--- src/rtl/fetch_pkg.sv ---
// Shared definitions for the instruction fetch unit.
//   fetch_state_e    : fetch FSM state encoding
//   DEFAULT_RESET_PC : default PC loaded at reset
//   DEFAULT_NOP_INST : default instruction presented when nothing is valid
//   PC_INCR          : sequential PC increment (one 32-bit word)
//   word_align()     : clears the two low address bits
package fetch_pkg;

  typedef enum logic [1:0] {
    ST_IDLE  = 2'd0,  // out of reset, no request yet
    ST_FETCH = 2'd1,  // request outstanding, response will be used
    ST_HOLD  = 2'd2,  // instruction presented, waiting for consumption
    ST_FLUSH = 2'd3   // request outstanding, response will be thrown away
  } fetch_state_e;

  localparam logic [31:0] DEFAULT_RESET_PC = 32'h0000_0000;
  localparam logic [31:0] DEFAULT_NOP_INST = 32'h0000_0013;  // addi x0,x0,0
  localparam logic [31:0] PC_INCR          = 32'h0000_0004;

  function automatic logic [31:0] word_align(input logic [31:0] addr);
    return {addr[31:2], 2'b00};
  endfunction

endpackage

--- src/rtl/pc_reg.sv ---
// Program counter register with its next-PC selection.
//   clk, rst    : clock, synchronous active-low reset (loads RESET_PC)
//   redirect    : take redirect_pc (word-aligned) as the next PC
//   redirect_pc : redirect target, low two bits ignored
//   advance     : a fetch completed; next PC is base + 4
//   base        : address of the fetch that completed
//   pc_next     : value the PC takes at the coming edge
module pc_reg
  import fetch_pkg::*;
#(
  parameter logic [31:0] RESET_PC = DEFAULT_RESET_PC
) (
  input  logic        clk,
  input  logic        rst,
  input  logic        redirect,
  input  logic [31:0] redirect_pc,
  input  logic        advance,
  input  logic [31:0] base,
  output logic [31:0] pc_next
);

  logic [31:0] pc;

  // Redirect wins over the sequential increment; the add wraps modulo 2^32.
  always_comb begin
    pc_next = pc;
    if (redirect) begin
      pc_next = word_align(redirect_pc);
    end else if (advance) begin
      pc_next = base + PC_INCR;
    end
  end

  always_ff @(posedge clk) begin
    if (!rst) begin
      pc <= RESET_PC;
    end else begin
      pc <= pc_next;
    end
  end

endmodule

--- src/rtl/instr_fetch.sv ---
// Single-outstanding instruction fetch unit.
// Issues one word request at a time, presents the returned instruction to
// decode until it is consumed (stall low) and follows downstream redirects,
// discarding any response that belongs to a superseded request.
//   clk, rst      : clock, synchronous active-low reset
//   imem_req      : request to instruction memory, high until response
//   imem_addr     : word-aligned request address, stable while imem_req
//   imem_rdata    : instruction word, qualified by imem_valid
//   imem_valid    : one-cycle response strobe
//   redirect      : taken branch/jump from downstream
//   redirect_pc   : redirect target
//   stall         : decode cannot accept inst this cycle
//   inst, inst_pc : instruction to decode and its address
//   inst_valid    : inst/inst_pc hold a live instruction
//   misalign      : one-cycle pulse when redirect_pc[1:0] was non-zero
module instr_fetch
  import fetch_pkg::*;
#(
  parameter logic [31:0] RESET_PC = DEFAULT_RESET_PC,
  parameter logic [31:0] NOP_INST = DEFAULT_NOP_INST
) (
  input  logic        clk,
  input  logic        rst,
  output logic        imem_req,
  output logic [31:0] imem_addr,
  input  logic [31:0] imem_rdata,
  input  logic        imem_valid,
  input  logic        redirect,
  input  logic [31:0] redirect_pc,
  input  logic        stall,
  output logic [31:0] inst,
  output logic [31:0] inst_pc,
  output logic        inst_valid,
  output logic        misalign
);

  fetch_state_e state, next_state;
  logic [31:0]  req_addr;
  logic [31:0]  pc_next;
  logic         advance;   // fetch completed, PC moves to req_addr + 4
  logic         load_req;  // entering FETCH, capture the new request address
  logic         deliver;   // response accepted into the output register
  logic         consume;   // presented instruction retired or flushed

  pc_reg #(
    .RESET_PC (RESET_PC)
  ) u_pc_reg (
    .clk         (clk),
    .rst         (rst),
    .redirect    (redirect),
    .redirect_pc (redirect_pc),
    .advance     (advance),
    .base        (req_addr),
    .pc_next     (pc_next)
  );

  assign imem_addr = req_addr;

  // NOTE: every signal driven here gets a default first, so no path can
  // leave one unassigned and infer a latch.
  always_comb begin
    next_state = state;
    imem_req   = 1'b0;
    advance    = 1'b0;
    load_req   = 1'b0;
    deliver    = 1'b0;
    consume    = 1'b0;
    unique case (state)
      ST_IDLE: begin
        // A redirect here only moves pc; pc_next already carries it.
        next_state = ST_FETCH;
        load_req   = 1'b1;
      end
      ST_FETCH: begin
        imem_req = 1'b1;
        if (redirect) begin
          if (imem_valid) begin
            // Response lands with the redirect: drop it, re-request at once.
            load_req = 1'b1;
          end else begin
            next_state = ST_FLUSH;
          end
        end else if (imem_valid) begin
          deliver    = 1'b1;
          advance    = 1'b1;
          next_state = ST_HOLD;
        end
      end
      ST_HOLD: begin
        if (redirect || !stall) begin
          consume    = 1'b1;
          load_req   = 1'b1;
          next_state = ST_FETCH;
        end
      end
      ST_FLUSH: begin
        // Old request stays on the bus until its response drains. A redirect
        // coinciding with the drain is still honoured via pc_next.
        imem_req = 1'b1;
        if (imem_valid) begin
          load_req   = 1'b1;
          next_state = ST_FETCH;
        end
      end
      default: next_state = ST_IDLE;
    endcase
  end

  // NOTE: state is updated with non-blocking assignments so every register
  // samples the pre-edge values, independent of statement order.
  always_ff @(posedge clk) begin
    if (!rst) begin
      state      <= ST_IDLE;
      req_addr   <= RESET_PC;
      inst       <= NOP_INST;
      inst_pc    <= 32'h0000_0000;
      inst_valid <= 1'b0;
      misalign   <= 1'b0;
    end else begin
      state    <= next_state;
      misalign <= redirect & (|redirect_pc[1:0]);
      if (load_req) begin
        req_addr <= pc_next;
      end
      if (deliver) begin
        inst       <= imem_rdata;
        inst_pc    <= req_addr;
        inst_valid <= 1'b1;
      end else if (consume) begin
        inst       <= NOP_INST;
        inst_valid <= 1'b0;
      end
    end
  end

endmodule

--- config.mk ---
export PLATFORM = sky130hd
export DESIGN_NAME = instr_fetch
export DESIGN_NICKNAME = d
export VERILOG_FILES = /design/src/rtl/fetch_pkg.sv /design/src/rtl/pc_reg.sv /design/src/rtl/instr_fetch.sv
export SDC_FILE = /design/constraint.sdc
export NUM_CORES = 1
export LEC_CHECK = 0
export CAP_MARGIN = 20
export CORE_UTILIZATION = 40
export CTS_CLUSTER_SIZE = 40
export DETAILED_ROUTE_END_ITERATION = 8
export PLACE_DENSITY = 0.7
export SYNTH_ARGS = -nofsm -noshare
export SYNTH_HDL_FRONTEND = slang
export SYNTH_SLANG_ARGS = --single-unit
--- constraint.sdc ---
create_clock -name clk -period 2 [get_ports clk]
set_input_delay 0.4 -clock clk [delete_from_list [all_inputs] [get_ports clk]]
set_output_delay 0.4 -clock clk [all_outputs]
set_load 0.005 [all_outputs]
==> results of run 1 <==
==> synthesized netlist by cell type (4+ instances only) <==
cell type | n | area (um2)
nand3_1 | 22 | 110
a21oi_2 | 5 | 43.8
xor2_1 | 15 | 131
and3_1 | 10 | 62.6
nand2_1 | 143 | 537
o21ai_0 | 33 | 165
o211a_1 | 4 | 40.0
xnor2_1 | 11 | 96.3
a21oi_1 | 24 | 120
nor2b_1 | 41 | 257
o211ai_1 | 9 | 67.6
buf_2 | 20 | 100
dfxtp_1 | 132 | 2640
nor2_1 | 13 | 48.8
nand4_1 | 9 | 56.3
a21boi_0 | 48 | 360
a221oi_1 | 6 | 52.6
or3_1 | 10 | 62.6
a22oi_1 | 30 | 225
clkbuf_1 | 26 | 97.6
==> cell usage in the layout, fill, tap and decap left out, types with 6 or more instances in the layout <==
| cell type | n |
|---|---|
| clkdlybuf4s50_1 | 166 |
| nand3_1 | 22 |
| nand4_1 | 9 |
| dfxtp_1 | 130 |
| clkbuf_16 | 17 |
| and3_1 | 10 |
| a21oi_1 | 23 |
| a221oi_1 | 6 |
| nor2_1 | 13 |
| or3_1 | 10 |
| nor2b_1 | 41 |
| a22oi_1 | 30 |
| a21boi_0 | 48 |
| a21oi_2 | 6 |
| o211ai_1 | 9 |
| o21ai_0 | 33 |
| xnor2_1 | 11 |
| nand2_1 | 143 |
| xor2_1 | 15 |
| buf_4 | 52 |
==> power by group through the flow <==
stage	Clock [mW]	Combinational [mW]	Sequential [mW]
final	2.93	0.940	2.86
after global routing	3.12	1.03	2.88
after CTS	2.98	0.943	2.86
after detailed placement	0	0.935	2.91
after global placement	0	0.916	2.91
after floorplan	0	0.405	2.91
==> routing by layer <==
layer  vias to the layer above  routed length (um)  GRT usage, %
met5                         -                   0             0
met4                         0                 326          8.64
met3                        32                1040          7.89
met2                       179                7460          36.8
met1                      2522                7050          27.7
li1                       2630                   -             -
==> kinds of logic after synthesis <==
group,after synthesis,synth area share (%)
DFF,132,46.7
AOI/OAI and AO/OA,170,20.6
and+or+nand+nor,266,23.5
muxes,1,0.177
xor gates and xnor gates,26,4.02
buffers and inverters,58,4.78
adders and majority gates,1,0.221
==> worst paths after layout <==
kind / startpoint / endpoint / slack, ps / cells past startpoint
hold reg to reg: inst_pc[18]$_SDFFE_PN0P_ / inst_pc[18]$_SDFFE_PN0P_ / 460 / 2
setup / recovery: imem_addr[11]$_SDFFE_PN0P_ / imem_addr[11] / 80 / 2
setup reg to reg: state[1]$_SDFFE_PN0P_ / imem_addr[27]$_SDFFE_PN0P_ / 190 / 5
hold / removal: rst / inst_pc[27]$_SDFFE_PN0P_ / 360 / 2
==> worst max-delay path, cell delays in order (launching register included) <==
cell,delay (ps)
dfxtp_1,370
buf_4,170
clkdlybuf4s50_1,560
==> cell type report <==
| type | instances | area, um2 | share of cell area, % |
|---|---|---|---|
| multi-input combinational | 464 | 2780 | 33.2 |
| sequential | 132 | 2650 | 31.6 |
| timing repair buffer | 223 | 2150 | 25.7 |
| clock buffer | 27 | 513 | 6.13 |
| tap | 180 | 225 | 2.69 |
| clock inverter | 4 | 45.0 | 0.538 |
| inverter | 3 | 11.3 | 0.135 |
==> per-stage QoR <==
| stage | setup TNS, ps | setup WS [ps] | cell area, um2 | utilization, % |
|---|---|---|---|---|
| floorplan | 0 | 239 | 5660 | - |
| global placement | -3060 | -94.6 | 7810 | 56.5 |
| detailed placement | -9360 | -169 | 7810 | 56.5 |
| CTS | 0 | 41.2 | 8370 | 60.5 |
| global route | 0 | 1.09 | 8370 | 60.5 |
| finish | 0 | 76.7 | 8370 | 60.5 |
==> what timing repair did <==
item                                    in CTS  in global routing
hold buffers                                 0                  0
resized for setup                            1                  1
hold endpoints to repair                     0                  0
endpoints found under the setup margin       1                  1
==> flow_summary.yaml, run 1 <==
pwr:
  p_per_area_nw_per_um2: 804
  seqPwrFrac_pct: 42.5
  combPwrFrac_pct: 14.0
  p_clk_share_pct: 43.5
  p_switching_mw: 1.58
  p_leak_nw: 3.13
  p_total_mw: 6.73
  p_sw_share_pct: 23.5
  internal_power_mw: 5.15
  peakVddDrop_mv: 0.538
synthesis:
  syn-cell-area_um2: 5660
  synth_enable_flop_cells: 0
  synth-seq-area-share_pct: 46.7
  async_reset_ff_share_pct: 0
  synth_area_per_cell_um2: 8.65
  synth_cell_type_count: 49
  yosys_most_used_dff: "dfxtp_1"
  netlist_instances: 654
  synth_fp_nets: 724
  yosysWarnings: 0
  synth-seq-cells: 132
placed_design:
  io_buffer_count: 167
  dpl.hpwl_um: 11300
  gp_congestion: 0.803
  dp.cells: 1002
critical_path:
  critical_path_class: "reg -> out"
  critPathRequiredTime_ps: 1600
  start_kind: "register"
  worst_setup_path_end_kind: "primary output"
  cp_data_arrival_time_ps: 1520
  worstPathMaxFanout: 8
clock_network:
  htreeDepth: 4
  clkTransAtPathRegs_ps: 50
  cts_tree: "done"
  root_buffer: "clkbuf_16"
  cts_setup_buffers: 0
  insertion_delay_ps: 420
  cts_made_buffers: 17
  cts_sinks: 132
  cts_max_path_buffers: 2
global_routing:
  antenna_found_initial: 0
  grt_overflow: 0
  grt_pass1_wl_um: 26100
  grtUsageTotal_pct: 22.8
  grt_pass1_vias: 5320
  grt_max_degree: 54
final_layout:
  fillers: 1145
  syn_to_final_growth_pct: 47.9
  drive_gt1_share_pct: 11.8
  fin_nets: 911
  final_cell_count_no_fill: 1033
  antenna_cells: 0
die:
  fp.dieH_um: 121
  die_w_um: 121
  die_area_um2: 14600
  io_pins: 168
  core_area_um2: 13800
  start_util_pct: 40.9
  core.rowCount: 43
flow_run:
  drv_cap: 0
sta:
  worst_hold_slack_ps: 357
  fmax_mhz: 520
  worst_pin_slew_ps: 441
  max_slew_margin_pct: 70.4
  fin_crit_sh_pct: 96.2
  hold_viol: 0
  rsz0062_at_grt: "no"
  setup_viol: 0
  finalClockSkew_ps: 5.06
  post-route-min-period_ps: 1920
  slew_viol_final: 0
routing:
  first_pass_iters: 5
  drtAntennaViolNets: 0
  drt_wl_total_um: 15900
  via_per_inst: 5.19
  wire_per_inst_um: 15.4
  vias: 5363
  first_iter_violations: 393
  remaining_drc_errors: 0
run_status:
  status: "finished, final reports clean"
worst_hold_path:
  hp-class: "in -> reg"
Note: power is estimated with default switching activity, not from simulation.
==> inputs of run 2 (changes only) <==
--- a/config.mk
+++ b/config.mk
@@ -5,11 +5,12 @@
 export SDC_FILE = /design/constraint.sdc
 export NUM_CORES = 1
 export LEC_CHECK = 0
-export CAP_MARGIN = 20
+export CAP_MARGIN = 15
 export CORE_UTILIZATION = 40
 export CTS_CLUSTER_SIZE = 40
 export DETAILED_ROUTE_END_ITERATION = 8
 export PLACE_DENSITY = 0.7
+export SLEW_MARGIN = 20
 export SYNTH_ARGS = -nofsm -noshare
 export SYNTH_HDL_FRONTEND = slang
 export SYNTH_SLANG_ARGS = --single-unit
==> results of run 2 <==
Final layout, timing and power as in run 1 (identical DEF).
